`src/rtl/alu_pkg.sv`:
```
// alu_pkg: shared ALU control code table and execute-unit FSM encoding.
package alu_pkg;
  localparam logic [3:0] ALU_AND = 4'b0000;
  localparam logic [3:0] ALU_OR  = 4'b0001;
  localparam logic [3:0] ALU_ADD = 4'b0010;
  localparam logic [3:0] ALU_SLL = 4'b0011;
  localparam logic [3:0] ALU_SLT = 4'b0100;
  localparam logic [3:0] ALU_SRL = 4'b0101;
  localparam logic [3:0] ALU_SUB = 4'b0110;
  localparam logic [3:0] ALU_SRA = 4'b0111;
  localparam logic [3:0] ALU_XOR = 4'b1000;
  localparam logic [3:0] ALU_BNE = 4'b1001;
  localparam logic [3:0] ALU_BEQ = 4'b1010;
  localparam logic [3:0] ALU_BLT = 4'b1011;
  localparam logic [3:0] ALU_BGE = 4'b1100;
  localparam logic [3:0] ALU_LUI = 4'b1101;
  typedef enum logic [1:0] {IDLE = 2'd0, SHIFT = 2'd1, DONE = 2'd2} state_t;
  function automatic logic is_shift(input logic [3:0] c);
    return c == ALU_SLL || c == ALU_SRL || c == ALU_SRA;
  endfunction
endpackage

```
`src/rtl/alu_seq_shifter.sv`:
```
// alu_seq_shifter: 1 bit/cycle shifter with start/busy/done; ALU_BARREL_SHIFT_EN swaps in a combinational barrel shifter.
import alu_pkg::*;
module alu_seq_shifter #(
  parameter int WIDTH = 32,
  parameter int SHAMT_W = 5
) (
  input  logic               clk,
  input  logic               rst_n,
  input  logic               start,
  input  logic [3:0]         op,
  input  logic [WIDTH-1:0]   din,
  input  logic [SHAMT_W-1:0] shamt,
  output logic               busy,
  output logic               done,
  output logic [WIDTH-1:0]   dout
);
`ifdef ALU_BARREL_SHIFT_EN
  logic signed [WIDTH-1:0] sra_v;
  assign sra_v = $signed(din) >>> shamt;
  assign busy = 1'b0;
  assign done = start;
  assign dout = op == ALU_SLL ? din << shamt : op == ALU_SRA ? sra_v : din >> shamt;
`else
  logic [WIDTH-1:0]   sreg;
  logic [SHAMT_W-1:0] cnt;
  logic [3:0]         op_q;
  // dout is the value after this cycle's step, so it is final while done is high
  assign busy = cnt != '0;
  assign done = cnt == SHAMT_W'(1);
  assign dout = op_q == ALU_SLL ? {sreg[WIDTH-2:0], 1'b0}
                                : {op_q == ALU_SRA && sreg[WIDTH-1], sreg[WIDTH-1:1]};
  always_ff @(posedge clk or negedge rst_n)
    if (!rst_n) begin
      sreg <= '0;
      cnt  <= '0;
      op_q <= ALU_AND;
    end else if (start) begin
      sreg <= din;
      cnt  <= shamt;
      op_q <= op;
    end else if (busy) begin
      sreg <= dout;
      cnt  <= cnt - 1'b1;
    end
`endif
endmodule

```
`src/rtl/alu_exec_unit.sv`:
```
// alu_exec_unit: RV32I execute unit with valid/ready handshake; ALU_BARREL_SHIFT_EN makes shifts single-cycle.
import alu_pkg::*;
module alu_exec_unit #(
  parameter int WIDTH = 32,
  parameter int SHAMT_W = 5
) (
  input  logic             clk,
  input  logic             rst_n,
  input  logic             in_valid,
  output logic             in_ready,
  input  logic [3:0]       alu_ctrl,
  input  logic [WIDTH-1:0] op_a,
  input  logic [WIDTH-1:0] op_b,
  output logic             out_valid,
  input  logic             out_ready,
  output logic [WIDTH-1:0] result,
  output logic             zero,
  output logic             branch_taken,
  output logic             illegal
);
  state_t state, state_n;
  logic               accept, start, load, sh_busy, sh_done, lt, alu_br, alu_il;
  logic [SHAMT_W-1:0] shamt;
  logic [WIDTH-1:0]   diff, alu_r, sh_dout, nres;
  assign shamt     = op_b[SHAMT_W-1:0];
  assign in_ready  = state == IDLE && !sh_busy;
  assign out_valid = state == DONE;
  assign accept    = in_valid && in_ready;
  assign start     = accept && is_shift(alu_ctrl) && shamt != '0;
  assign diff      = op_a - op_b;
  assign lt        = $signed(op_a) < $signed(op_b);
  // zero-amount shifts fall through alu_r as op_a and never start the shifter
  always_comb begin
    alu_r  = '0;
    alu_br = 1'b0;
    alu_il = 1'b0;
    case (alu_ctrl)
      ALU_AND: alu_r = op_a & op_b;
      ALU_OR:  alu_r = op_a | op_b;
      ALU_ADD: alu_r = op_a + op_b;
      ALU_XOR: alu_r = op_a ^ op_b;
      ALU_SUB: alu_r = diff;
      ALU_SLT: alu_r = {{(WIDTH-1){1'b0}}, lt};
      ALU_SLL, ALU_SRL, ALU_SRA: alu_r = op_a;
      ALU_BNE: begin alu_r = diff; alu_br = diff != '0; end
      ALU_BEQ: begin alu_r = diff; alu_br = diff == '0; end
      ALU_BLT: begin alu_r = diff; alu_br = lt; end
      ALU_BGE: begin alu_r = diff; alu_br = !lt; end
      ALU_LUI: alu_r = op_b;
      default: alu_il = 1'b1;
    endcase
  end
  always_comb begin
    state_n = state;
    case (state)
      IDLE:    if (accept) state_n = start && !sh_done ? SHIFT : DONE;
      SHIFT:   if (sh_done) state_n = DONE;
      DONE:    if (out_ready) state_n = IDLE;
      default: state_n = IDLE;
    endcase
  end
  assign load = (accept && (!start || sh_done)) || (state == SHIFT && sh_done);
  assign nres = (start || state == SHIFT) ? sh_dout : alu_r;
  always_ff @(posedge clk or negedge rst_n)
    if (!rst_n) state <= IDLE;
    else state <= state_n;
  always_ff @(posedge clk or negedge rst_n)
    if (!rst_n) begin
      result       <= '0;
      zero         <= 1'b0;
      branch_taken <= 1'b0;
      illegal      <= 1'b0;
    end else begin
      if (accept) begin
        branch_taken <= alu_br;
        illegal      <= alu_il;
      end
      if (load) begin
        result <= nres;
        zero   <= nres == '0;
      end
    end
  alu_seq_shifter #(.WIDTH(WIDTH), .SHAMT_W(SHAMT_W)) u_shift (
    .clk  (clk),
    .rst_n(rst_n),
    .start(start),
    .op   (alu_ctrl),
    .din  (op_a),
    .shamt(shamt),
    .busy (sh_busy),
    .done (sh_done),
    .dout (sh_dout)
  );
endmodule
```
`config.mk`:
```
export PLATFORM = sky130hd
export DESIGN_NAME = alu_exec_unit
export DESIGN_NICKNAME = d
export VERILOG_FILES = /design/src/rtl/alu_pkg.sv /design/src/rtl/alu_seq_shifter.sv /design/src/rtl/alu_exec_unit.sv
export SDC_FILE = /design/constraint.sdc
export NUM_CORES = 1
export LEC_CHECK = 0
export CELL_PAD_IN_SITES_DETAIL_PLACEMENT = 1
export CELL_PAD_IN_SITES_GLOBAL_PLACEMENT = 1
export CORE_UTILIZATION = 40
export CTS_CLUSTER_SIZE = 20
export DETAILED_ROUTE_END_ITERATION = 10
export PLACE_DENSITY_LB_ADDON = 0.1
export REMOVE_ABC_BUFFERS = 1
export SYNTH_ARGS = -nofsm -noshare
export SYNTH_HDL_FRONTEND = slang
export SYNTH_SLANG_ARGS = --single-unit
```
`constraint.sdc`:
```
create_clock -name clk -period 9.6 [get_ports clk]
set_input_delay 1.92 -clock clk [delete_from_list [all_inputs] [get_ports clk]]
set_output_delay 1.92 -clock clk [all_outputs]
set_load 0.03 [all_outputs]
```
======== Yosys cells after proc, flatten, opt, wreduce, memory -nomap -nowiden ========
Cells that the tools add are included.
cells by class
  multiplexer cells ....................... 14
  bitwise logic cells ..................... 3
  reductions and logical operators ........ 29
  $add $sub $neg .......................... 3
  eq/ne operators ......................... 21
  $lt $le $gt $ge ......................... 1
operators with widths
  cell                 number
  $pmux 32 s8          1
  $mux 32              4
  $logic_not 32->1     2
  $add 32x32->32       1
  $and 32x32->32       1
  $lt 32x32->1         1
  $or 32x32->32        1
  $reduce_bool 32->1   1
  $sub 32x32->32       1
  $xor 32x32->32       1
  $eq 4x4->1 const B   6
  $eq 4x3->1 const B   5
  $reduce_or 14->1     1
  $eq 4x2->1 const B   3
  $mux 5               2
  $reduce_bool 5->1    2
  $logic_and 1x1->1    8
  $mux 2               4
  $pmux 2 s3           1
  $eq 5x1->1 const B   1
  $logic_or 1x1->1     5
  $reduce_or 5->1      1
  $sub 5x1->5 const B  1
  $eq 4x1->1 const B   1
  12 further kinds     16
word-level totals
  register bits ........................... 78
  output and inout port bits .............. 37
  input port bits ......................... 72
  logic and storage cells ................. 79

======== Longest topological paths before layout ========
  depth in word-level cells ............... 10
  mapped depth ............................ 15

======== Hierarchy ========
From an unflattened synthesis, not the netlist that was laid out.
unflattened totals
  cells, all modules ...................... 1447
  area, all modules ....................... 11033.1 um2
modules (own cells, without submodules)
  module           area each (um2)  sequential area each (um2)  instances  cells each
  alu_exec_unit    8398.1           925.9                       1          1194
  alu_seq_shifter  2635.0           1026.0                      1          253

======== Worst setup path before layout ========
No wires, ideal clock.
  path kind ............................... input to register
  start ................................... in op_a[8]
  end ..................................... reg zero
  setup time .............................. 95 ps
  stages .................................. 13
  data arrival time ....................... 4802 ps
  path slack .............................. 4703 ps
  cells stage by stage .................... inv_1 -> ha_1 -> or4_1 -> nor3_1 -> o21ai_1 -> a2111o_1 -> nand2_1 -> o21ai_0 -> o32a_1 -> a221oi_1 -> nand4_1 -> nand4b_1 -> o31ai_1
on the way
  word-level cells in the longest chain between the ends .. 4
  elaborated cells on any way between the ends .. 9
  classes of those cells .................. add/sub (2); order compare (1); mux (2); bitwise (3); reduce/logical (1)
ends and longest elaborated chain
  element                                       RTL line             source
  start, declared                               alu_exec_unit.sv:12  input logic [WIDTH-1:0] op_a,
  $sub 32x32->32, or another cell as far along  alu_exec_unit.sv:30  assign diff = op_a - op_b;
  $pmux 32 s8 *                                 alu_exec_unit.sv:37  case (alu_ctrl)
  $mux 32 *                                     alu_exec_unit.sv:63  assign nres = (start || state == SHIFT) ? sh_dout : alu_r;
  $logic_not 32->1 *                            alu_exec_unit.sv:80  zero <= nres == '0;
  end signal, assigned                          alu_exec_unit.sv:70  zero <= 1'b0;
  end signal, assigned                          alu_exec_unit.sv:80
  end, declared                                 alu_exec_unit.sv:17  output logic zero,
Every way passes the cells marked *; elsewhere a longest branch is shown, timed or not.
A chain may end at the register's enable or synchronous reset.

======== Worst setup path after layout ========
  start ................................... in alu_ctrl[0]
  end ..................................... reg zero
on the way
  word-level cells in the longest chain between the ends .. 9
  elaborated cells on any way between the ends .. 28
  classes of those cells .................. eq/ne (13); mux (2); reduce/logical (13)
ends and longest elaborated chain
  element                                                              RTL line             source
  start, declared                                                      alu_exec_unit.sv:11  input logic [3:0] alu_ctrl,
  parallel branches: the longest is 9 deep, another holds $pmux 32 s8  --
Parallel ways; which one is timed is not known.

==> reports/results.md <==
* **Slew Limit Fails** 0
* **Yosys top cell by area** sky130_fd_sc_hd__dfrtp_1
* **highest signal layer in the routed design** met4
* **final-layout setup total negative slack** 0 ns
* **Routability Congestion** 0.9650
* **full die area** 26,860 um2
* **sequential element share of the synthesized area** 18.62%
* **initial cell density of the core** 41.16%
* **final period demand of the worst path** 6.964 ns
* **CP peak stage delay** 1.13 ns
* **Req. time, crit path** 9.86 ns
* **DRC viols** 0
* **clock tree from TritonCTS** yes
* **total number of vias** 11.92k
* **dominant delay contributor by cell family on the critical path** compound AO/OA/AOI/OAI gates
* **Gate Count Post-Synth** 1,390
* **number of global-route vias before repair** 12.07k
* **core area** 25,470 um2
* **antenna-violating nets left** 0
* **IR drop worst, VDD** 0.1495 mV
* **routed metal-1 wirelength** 20,690 um
* **transition at the pin with the smallest max-transition slack** 1.439 ns
* **CP Max Fanout** 32
* **number of setup buffers added after CTS** 0
* **Synth area leaders** sky130_fd_sc_hd__dfrtp_1 19%, sky130_fd_sc_hd__ha_1 13%, sky130_fd_sc_hd__a21oi_1 5.0%
* **row cnt** 58
* **Lkg Pwr** 5.202 nW
* **met3 WL** 3537 um
* **overall die width** 163.9 um
* **largest net degree at the start of global routing** 59
* **max-cap violation count** 0
* **number of antenna violations at the first check in global routing** 1
* **Avg Synthesized Cell Area** 7.543 um2
* **cell count after placement** 1,766
* **worst rel slew slack** 3.738%
* **class of the most critical hold timing path** reg -> reg
* **CTS H-tree depth** 3
* **synthesis-stage register bit count** 78
* **Setup crit start kind** input pin
* **clock edge transition at the registers on the reported setup and hold paths** 0.07 ns
* **Fin. Hold Viols** 0
* **CTS buffer count** 9
* **endpoint arrival time on the critical path** 7.22 ns
* **Final Skew** 0.01695 ns
* **run status** finished, final reports clean
* **area share of the largest cell type after synthesis** 18.62%
* **RSZ-0062 raised after global routing** no
* **combined area of all synthesized cells** 10,490 um2
* **count of boundary I/O pins** 109
* **count of cell types in the netlist** 86
* **routed via count divided by cell count** 6.686
* **cell at the root of the clock tree** sky130_fd_sc_hd__clkbuf_16
* **type of destination of the critical path** flop
* **total number of yosys warnings** 0
* **cell chain of the critical path** clkdlybuf4s50_1, buf_4, nor2b_1, o211ai_2, o311ai_2, o221ai_1, a221oi_1, nor2_1, a2111oi_0, and4_1, nand4_1, nand4b_1, o31ai_1
* **amount of wire on met2 after detailed routing** 22,240 um
* **fraction of layout instances using a drive strength above 1** 6.749%
* **flip-flop cell with the highest count after synthesis** sky130_fd_sc_hd__dfrtp_1
* **Area Growth Syn to Fin** 16.24%
* **drt initial violations** 1,157
* **length of the first detailed-routing pass in iterations** 5
* **maximum clock rate** 143.6 MHz
* **global-route wire length before repair** 74,910 um
* **global route overflow** 0
* **number of buffers inserted for hold repair after clock tree synthesis** 0
* **number of standard cells in the final layout excluding fillers** 1,783
* **total buffers and inverters traversed by the critical path** 2
* **power density over the cells** 183.5 nW/um2
* **Routed WL per cell** 27.67 um
* **Synth async-reset ratio** 100.0%
* **clock insertion delay at the later pin of the skew report** 0.36 ns
* **Die Ht** 163.9 um
* **Clock Sinks** 78
* **crit share post-route** 72.55%
* **maximum number of buffers from clock root to sink** 2
* **total power of the final layout** 2.236 mW
* **hold slack** 0.4882 ns
* **quantity of gates resized following cts** 0
* **critical setup path kind** in -> reg
* **HPWL reported at the end of detailed placement** 37,840 um
* **I/O Buffers** 108
* **aggregate routed wire length** 49,340 um
* **EDFF count, synth** 0
* **Nets** 1,628
* **Max stage delay cell, worst path** sky130_fd_sc_hd__o311ai_2
* **count of endpoints failing setup in the final report** 0
* **total global routing track utilization** 37.27%
==> power by group <==
part / internal (mW) / switching, mW / leakage [nW]
clock network: 0.229 / 0.163 / 0.152
logic: 0.467 / 0.813 / 4.03
registers: 0.449 / 0.116 / 1.02
total: 1.14 / 1.09 / 5.20
==> Yosys cell counts (all sizes together) (9+ instances only) <==
cell type,number
nand4,15
nor3,36
nand3,24
mux2,14
a222oi,15
a21o,17
o21ai,102
mux2i,40
nand2b,14
nand2,125
inv,108
nor4,23
a22oi,14
a31oi,18
or2,9
dfrtp,78
nor2,117
xnor2,29
buf,24
nor2b,17
ha,107
a211oi,14
o31ai,15
a221oi,17
a221o,40
o221ai,14
a22o,9
clkbuf,67
a21oi,105
o211ai,18
==> worst register-to-register path: cells and delay by family, from the launching register on <==
family	cells	cell delay, ns
AO/OA/AOI/OAI	5	2.30
adder cells (fa/ha/maj)	1	0.25
buffers and inverters	2	0.57
flip-flops	1	0.41
AND/OR/NAND/NOR	6	1.17
==> flip-flops by register name (all words and copies together) (netlist names) <==
register	cells
result	32
zero	1
state	2
u_shift.cnt	5
u_shift.sreg	32
u_shift.op_q	4
illegal	1
branch_taken	1
==> per-stage QoR <==
step | area [um2] | worst slack (ns) | utilization, %
2_1_floorplan | 10120 | 4.433 | -
3_3_place_gp | 11860 | 2.608 | 46.57
3_5_place_dp | 11860 | 2.559 | 46.57
4_1_cts | 12190 | 2.913 | 47.84
5_1_grt | 12190 | 2.591 | 47.84
6_report | 12190 | 2.636 | 47.85
==> logic make-up after synthesis <==
family	Yosys count	synth area share [%]
muxes	54	5.322
AOI/OAI and AO/OA	498	33.77
DFF	78	18.62
xor gates and xnor gates	30	2.506
and+or+nand+nor	422	19.32
buffers and inverters	199	7.315
adders and majority gates	109	13.15
==> layout by cell type, fill, tap and decap left out, drive strengths merged, types with 18 or more instances in the layout <==
| cell | count |
|---|---|
| ha | 107 |
| nor4 | 23 |
| clkdlybuf4s50 | 107 |
| mux2i | 40 |
| o21ai | 102 |
| dfrtp | 78 |
| nand2 | 125 |
| o211ai | 18 |
| nor2 | 117 |
| a31oi | 18 |
| a221o | 40 |
| nand3 | 24 |
| inv | 109 |
| nor3 | 36 |
| buf | 30 |
| a21oi | 105 |
| xnor2 | 29 |
==> layout make-up <==
class                           instances  area, um2
Fill cell                            3128      13280
Multi-Input combinational cell       1113       7796
Sequential cell                        78       1952
Timing Repair Buffer                  137       1296
Tap cell                              330      412.9
Inverter                              108      405.4
Clock buffer                            9      225.2
Clock inverter                          7      97.59
Antenna cell                            1      2.502
==> path summary, 6_finish.rpt <==
| path | start | to | slack [ns] | cells past startpoint |
|---|---|---|---|---|
| max | alu_ctrl[0] | zero$_DFFE_PN0P_ | 2.64 | 13 |
| min | result[1]$_DFFE_PN0P_ | result[1]$_DFFE_PN0P_ | 0.49 | 2 |
| max reg2reg | u_shift.cnt[0]$_DFFE_PN0P_ | zero$_DFFE_PN0P_ | 4.81 | 14 |
| min reg2reg | result[1]$_DFFE_PN0P_ | result[1]$_DFFE_PN0P_ | 0.49 | 2 |
| max in group asynchronous | rst_n | u_shift.sreg[30]$_DFFE_PN0P_ | 7.05 | 2 |
| min in group asynchronous | rst_n | result[14]$_DFFE_PN0P_ | 1.47 | 1 |
==> per-layer routing <==
layer,vias up,global-route usage (%)
met5,-,0
met4,0,19.78
met3,166,6.187
met2,577,59.82
met1,5867,47.69
li1,5312,-
Power figures use the tool's default switching activity.
